### src/rtl/spi_pwm_bank.sv
// spi_pwm_bank: SPI-controlled bank of NUM_CH PWM channels.
//
// A 16-bit SPI mode-0 frame (bit 15 = write, 14:8 address, 7:0 data) sets
// per-channel output/PWM enables, a shared prescaler and per-channel duty
// cycles. Duty values are shadowed and only take effect at the period wrap,
// so an update never truncates a running period.
//
// Build option: define SPI_PWM_READBACK_EN to return the addressed register
// on cipo during read frames; otherwise cipo is tied low and no read path
// is built.
//
// Ports:
//   clk   - system clock
//   rst_n - asynchronous active-low reset, clears all state
//   sclk  - SPI clock (asynchronous, mode 0)
//   copi  - SPI data in, MSB first
//   ncs   - SPI chip select, active-low
//   cipo  - SPI read data
//   out   - registered channel outputs [NUM_CH-1:0]
module spi_pwm_bank #(
  parameter int NUM_CH  = 16,
  parameter int PRESC_W = 8
) (
  input  logic              clk,
  input  logic              rst_n,
  input  logic              sclk,
  input  logic              copi,
  input  logic              ncs,
  output logic              cipo,
  output logic [NUM_CH-1:0] out
);

  localparam logic [15:0] CH_MASK = 16'((32'd1 << NUM_CH) - 32'd1);

  // [0],[1] form the 2-flop synchroniser; [2] holds the previous
  // synchronised value for edge detection.
  logic [2:0] sclk_sr;
  logic [1:0] copi_sr;
  logic [2:0] ncs_sr;

  always_ff @(posedge clk or negedge rst_n) begin
    if (!rst_n) begin
      // NOTE: sequential state uses non-blocking assignments so every flop
      // samples the pre-edge values of the others.
      sclk_sr <= '0;
      copi_sr <= '0;
      ncs_sr  <= 3'b111;  // idle (deselected) so release never fakes an edge
    end else begin
      sclk_sr <= {sclk_sr[1:0], sclk};
      copi_sr <= {copi_sr[0], copi};
      ncs_sr  <= {ncs_sr[1:0], ncs};
    end
  end

  logic copi_s, ncs_low, sclk_rise, ncs_rise, ncs_fall;
  assign copi_s    = copi_sr[1];
  assign ncs_low   = ~ncs_sr[1];
  assign sclk_rise = sclk_sr[1] & ~sclk_sr[2];
  assign ncs_rise  = ncs_sr[1] & ~ncs_sr[2];
  assign ncs_fall  = ~ncs_sr[1] & ncs_sr[2];

  // Frame capture. The bit counter saturates at 17 so that any over-long
  // frame stays distinguishable from a 16-bit one.
  logic [15:0] shift;
  logic [4:0]  bit_cnt;

  always_ff @(posedge clk or negedge rst_n) begin
    if (!rst_n) begin
      shift   <= '0;
      bit_cnt <= '0;
    end else if (ncs_fall) begin
      bit_cnt <= '0;
    end else if (sclk_rise && ncs_low) begin
      shift <= {shift[14:0], copi_s};
      if (bit_cnt <= 5'd16) bit_cnt <= bit_cnt + 5'd1;
    end
  end

  logic       wr_en, presc_wr;
  logic [6:0] wr_addr;
  logic [7:0] wr_data;
  assign wr_en    = ncs_rise && (bit_cnt == 5'd16) && shift[15];
  assign wr_addr  = shift[14:8];
  assign wr_data  = shift[7:0];
  assign presc_wr = wr_en && (wr_addr == 7'h04);

  // Register file
  logic [15:0]        out_en, pwm_en;
  logic [PRESC_W-1:0] presc;
  logic [7:0]         duty   [NUM_CH];
  logic [7:0]         shadow [NUM_CH];

  always_ff @(posedge clk or negedge rst_n) begin
    if (!rst_n) begin
      out_en <= '0;
      pwm_en <= '0;
      presc  <= '0;
      // NOTE: the duty array is reset element by element because its reset
      // value is architecturally visible via read-back and the PWM outputs.
      for (int i = 0; i < NUM_CH; i++) duty[i] <= '0;
    end else if (wr_en) begin
      case (wr_addr)
        7'h00: out_en[7:0]  <= wr_data & CH_MASK[7:0];
        7'h01: out_en[15:8] <= wr_data & CH_MASK[15:8];
        7'h02: pwm_en[7:0]  <= wr_data & CH_MASK[7:0];
        7'h03: pwm_en[15:8] <= wr_data & CH_MASK[15:8];
        7'h04: presc        <= wr_data[PRESC_W-1:0];
        default: begin
          if (wr_addr[6:4] == 3'b001 && int'(wr_addr[3:0]) < NUM_CH)
            duty[wr_addr[3:0]] <= wr_data;
        end
      endcase
    end
  end

  // Prescaler, period counter and duty shadows
  logic [PRESC_W-1:0] presc_cnt;
  logic [7:0]         per_cnt;
  logic               tick;
  assign tick = (presc_cnt == presc);

  always_ff @(posedge clk or negedge rst_n) begin
    if (!rst_n) begin
      presc_cnt <= '0;
      per_cnt   <= '0;
      for (int i = 0; i < NUM_CH; i++) shadow[i] <= '0;
    end else begin
      if (presc_wr || tick) presc_cnt <= '0;
      else                  presc_cnt <= presc_cnt + 1'b1;

      if (tick) begin
        if (per_cnt == 8'd254) begin
          per_cnt <= '0;
          for (int i = 0; i < NUM_CH; i++) shadow[i] <= duty[i];
        end else begin
          per_cnt <= per_cnt + 8'd1;
        end
      end
    end
  end

  // Compare: shadow 0x00 never wins, 0xFF always wins (per_cnt tops at 254).
  logic [NUM_CH-1:0] pwm;
  always_comb begin
    // NOTE: a default assignment first keeps this block free of latches.
    pwm = '0;
    for (int i = 0; i < NUM_CH; i++) pwm[i] = (per_cnt < shadow[i]);
  end

  always_ff @(posedge clk or negedge rst_n) begin
    if (!rst_n) out <= '0;
    else        out <= out_en[NUM_CH-1:0] & (~pwm_en[NUM_CH-1:0] | pwm);
  end

`ifdef SPI_PWM_READBACK_EN
  // Read path: the address is complete on the 8th rising edge (7 bits in
  // shift plus the bit arriving now); data leaves on falling edges 8..15.
  logic       sclk_fall;
  logic [6:0] rd_addr;
  logic [7:0] rd_mux, rd_shift;
  assign sclk_fall = ~sclk_sr[1] & sclk_sr[2];
  assign rd_addr   = {shift[5:0], copi_s};

  always_comb begin
    rd_mux = '0;
    case (rd_addr)
      7'h00: rd_mux = out_en[7:0];
      7'h01: rd_mux = out_en[15:8];
      7'h02: rd_mux = pwm_en[7:0];
      7'h03: rd_mux = pwm_en[15:8];
      7'h04: rd_mux = 8'(presc);
      default: begin
        if (rd_addr[6:4] == 3'b001 && int'(rd_addr[3:0]) < NUM_CH)
          rd_mux = duty[rd_addr[3:0]];
      end
    endcase
  end

  always_ff @(posedge clk or negedge rst_n) begin
    if (!rst_n) begin
      rd_shift <= '0;
      cipo     <= 1'b0;
    end else if (!ncs_low || ncs_fall) begin
      rd_shift <= '0;
      cipo     <= 1'b0;
    end else if (sclk_rise && bit_cnt == 5'd7) begin
      rd_shift <= shift[6] ? 8'h00 : rd_mux;  // write frames shift zeros
    end else if (sclk_fall) begin
      if (bit_cnt >= 5'd8 && bit_cnt <= 5'd15) begin
        cipo     <= rd_shift[7];
        rd_shift <= {rd_shift[6:0], 1'b0};
      end else begin
        cipo <= 1'b0;
      end
    end
  end
`else
  assign cipo = 1'b0;
`endif

endmodule

### config.mk
export PLATFORM = sky130hd
export DESIGN_NAME = spi_pwm_bank
export DESIGN_NICKNAME = d
export VERILOG_FILES = /design/src/rtl/spi_pwm_bank.sv
export SDC_FILE = /design/constraint.sdc
export NUM_CORES = 1
export LEC_CHECK = 0
export ABC_AREA = 1
export BUFFER_PORTS_ARGS = -buffer_cell sky130_fd_sc_hd__buf_2
export CAP_MARGIN = 15
export CORE_MARGIN = 5
export CORE_UTILIZATION = 24
export DETAILED_ROUTE_END_ITERATION = 8
export PLACE_DENSITY = 0.49
export SLEW_MARGIN = 20
export SYNTH_ARGS = -nofsm -noshare
export SYNTH_HDL_FRONTEND = slang
export SYNTH_SLANG_ARGS = --single-unit
### constraint.sdc
create_clock -name clk -period 1.94 [get_ports clk]
set_input_delay 0.291 -clock clk [delete_from_list [all_inputs] [get_ports clk]]
set_output_delay 0.291 -clock clk [all_outputs]
set_load 0.05 [all_outputs]
==> key figures <==
CTS
  – CTS Root Cell: clkbuf_16
  – Reg clk slew, reported paths: 60 ps
  – CTS Buf Count: 40
  – Clock buffer depth: 3
  – CTS tree: built
  – Worst skew pair latency: 550 ps
  – CTS sink cnt: 357
  – H-tree depth reported by CTS: 2

Timing
  – RSZ-0062 raised after global routing: true
  – Worst Skew: 13.73 ps
  – Fmax: 550.3 MHz
  – Worst Max-Slew Pin Slew: 698.9 ps
  – Fin crit period: 1817 ps
  – TNS Setup: 0 ps
  – Final critical-path share of the clock period: 93.67%
  – Fin. max-slew vios: 0
  – Slew HR: 53.12%
  – Final Hold Viols: 0
  – Final setup violation count: 0

Finish
  – Util after Layout: 28.32%
  – Nets@finish: 2275
  – Share of layout cells above drive strength 1: 9.629%
  – Finished Layout Cells: 3150
  – Diode count: 0
  – Area Growth Syn to Fin: 17.57%

Critical path
  – End point of the critical path: duty[14]$_DFFE_PN0P_
  – Worst Path Arrival: 2250 ps
  – Worst r2r src: bit_cnt[0]$_DFFE_PN0P_
  – Crit. End Element: flip-flop
  – FF-to-FF setup slack: 120 ps
  – R2r worst-path depth: 8
  – Worst Path Max Fanout: 19
  – Beginning of the critical path: bit_cnt[0]$_DFFE_PN0P_
  – FF-to-FF End: duty[14]$_DFFE_PN0P_
  – Required @ worst endpoint: 2370 ps
  – Critical path type: flip-flop to flip-flop
  – CP Launch Type: flip-flop

Synthesis
  – Yosys warnings: 0
  – Post-synthesis register bit count: 357
  – Syn Nets: 2237
  – Share of the synthesized area in the top cell type: 49.65%
  – Cell area after synthesis: 0.01784 mm2
  – Seq/Total Area, Yosys: 50.09%
  – Synth area leaders: dfrtp_1, nand2_1, nand4_1
  – Syn avg cell area: 8.436 um2
  – Largest area contributor in the netlist: dfrtp_1
  – Post-synthesis cell type count: 35
  – Synthesized instance count: 2115

Placement
  – PortBufs: 20
  – DP Cell Count: 3074
  – RePlAce Congestion: 0.7864
  – Post-detail-place hpwl: 31960 um

Floorplan
  – Core area: 0.07407 mm2
  – Die area: 0.07989 mm2
  – IO Pins: 22
  – Cell Rows: 100
  – Starting Density: 24.09%
  – Die height: 282.7 um
  – Die W: 282.7 um

Pwr
  – Pwr Density: 774.4 mW/mm2
  – LEAKAGE: 0.01067 uW
  – VDD IR max: 0.0006196 V

Flow run
  – Max capacitance violation total: 0

Routing
  – Via count: 14097
  – Vias/cell: 4.475
  – Routed Antenna Nets: 0
  – Post-route DRC: 0
  – DRT Pass-1 Iters: 5
  – DRT Wirelength: 48340 um
  – DRT iter0 DRCs: 795
  – Routed length per instance: 15.34 um

Global routing
  – Global-route wire length before repair: 77870 um
  – Tot GR Track Use: 12.20%
  – Largest net degree at the start of global routing: 82
  – Number of global-route vias before repair: 14134
  – Antenna violations before repair: 0
  – GRT Residual Overflow: 0

Run status
  – Outcome: completed

Worst hold path
  – Worst hold path class: input pin to async pin
[worst max-delay path, cell delays in order, from the launching register on]
cell	delay (ps)
dfrtp_1	390
inv_1	90
ha_1	220
nand4_4	190
nor2_8	180
buf_12	180
nand3_1	240
nand2_1	130
nand2_1	60
[layout make-up]
class | instances | area (um2)
repair buffers | 121 | 1304
well taps | 969 | 1212
multi-input cells | 1418 | 7502
clock inverters | 12 | 92.59
fillers | 7950 | 53090
flip-flops and latches | 357 | 8937
inverters | 215 | 809.5
clock buffers | 58 | 1120
[cells by family (layout without fill, tap and decap cells)]
| logic type | Yosys count | in the layout | synth area share, % |
|---|---|---|---|
| AO/OA/AOI/OAI | 119 | 119 | 3.352 |
| XOR/XNOR | 16 | 16 | 0.7854 |
| adder cells (fa/ha/maj) | 117 | 117 | 8.205 |
| buffers and inverters | 340 | 406 | 8.177 |
| flip-flops | 357 | 357 | 50.09 |
| other | 1 | 1 | 0.02102 |
| AND/OR/NAND/NOR | 1165 | 1165 | 29.37 |
[timing repair]
item,in CTS,in global routing
hold endpoints to repair,170,0
setup buffers,0,1
hold buffers,4,0
gates resized for setup,0,7
endpoints found under the setup margin,0,71
[synth_stat cells]
cell	n
nor2_8	1
ha_1	117
nand3_4	3
nand4_1	259
clkinv_1	2
o21ai_0	37
conb_1	1
inv_2	3
dfstp_2	3
buf_2	67
xor2_1	6
xnor2_1	10
nor2_2	5
buf_1	6
a21oi_1	53
nand3b_1	1
nand2_2	1
clkbuf_2	1
clkbuf_1	33
nand4_4	1
buf_4	10
o21bai_1	1
dfrtp_1	354
nor2_4	1
nor3b_1	3
buf_6	8
nor3_1	18
nand2_1	787
nor2_1	55
nand3_2	7
nor3_2	2
or2_2	1
o21ai_1	28
inv_1	210
nand3_1	20
[per-stage QoR]
stage	total power (uW)	instance area (um2)	worst slack [ps]	hold slack, ps
after global placement	9158	19660	106.3	183.3
after floorplan	8366	17840	188.4	-4.591
after global routing	16900	20980	-45.90	191.3
final	16240	20980	122.8	200.1
after CTS	16520	20910	41.02	174.9
after detailed placement	9178	19660	68.22	193.6
[power breakdown]
group	total, uW	leakage (uW)	internal, uW	switching, uW
logic	1490	0.00515	328	1160
registers	7570	0.00494	7520	44.9
clock network	7190	0.000589	4140	3050
total	16200	0.0107	12000	4260
[how the worst min path moves through the flow]
| stage | to | slack, ps | startpoint | cells after the start |
|---|---|---|---|---|
| 2_1_floorplan | bit_cnt[0]$_DFFE_PN0P_ | -5 | rst_n | 0 |
| 3_3_place_gp | pwm_en[9]$_DFFE_PN0P_ | 180 | rst_n | 1 |
| 3_5_place_dp | pwm_en[8]$_DFFE_PN0P_ | 190 | rst_n | 1 |
| 4_1_cts | duty[18]$_DFFE_PN0P_ | 170 | rst_n | 2 |
| 5_1_grt | pwm_en[12]$_DFFE_PN0P_ | 190 | rst_n | 2 |
| 6_report | pwm_en[12]$_DFFE_PN0P_ | 200 | rst_n | 2 |
[cell usage in the layout, fill, tap and decap left out, types with 2 or more instances in the layout]
| cell type | instances |
|---|---|
| nor2_2 | 7 |
| nand4_1 | 259 |
| nand3_2 | 10 |
| nor3_2 | 2 |
| nand3_1 | 16 |
| clkbuf_8 | 3 |
| clkinvlp_4 | 3 |
| dlygate4sd3_1 | 4 |
| buf_4 | 62 |
| nor3b_1 | 3 |
| a21oi_1 | 52 |
| inv_1 | 210 |
| nor2_1 | 51 |
| o21ai_1 | 28 |
| nor2_4 | 3 |
| dfrtp_1 | 354 |
| xor2_1 | 6 |
| clkinv_2 | 8 |
| xnor2_1 | 10 |
| clkbuf_16 | 42 |
| nor3_1 | 18 |
| clkbuf_1 | 14 |
| dfstp_2 | 3 |
| ha_1 | 117 |
| nand2_1 | 787 |
| clkinv_1 | 2 |
| buf_2 | 19 |
| buf_12 | 32 |
| o21ai_0 | 37 |
| nand3_4 | 4 |
| inv_2 | 2 |
| buf_6 | 2 |
[registers in the layout (all words and copies together) (netlist names)]
register,cells
sclk_sr,3
ncs_sr,3
shadow,128
copi_sr,2
out_en,16
out,16
presc,8
shift,16
bit_cnt,5
duty,128
per_cnt,8
presc_cnt,8
pwm_en,16
[per-layer routing]
layer | track usage (%) | share of wire [%] | vias up
met5 | 0 | 0 | -
met4 | 3.398 | 2.6 | 0
met3 | 1.882 | 4.0 | 77
met2 | 21.28 | 49 | 239
met1 | 15.80 | 44 | 6789
li1 | - | - | 6992
No activity file was read; power rests on OpenSTA's default activity.
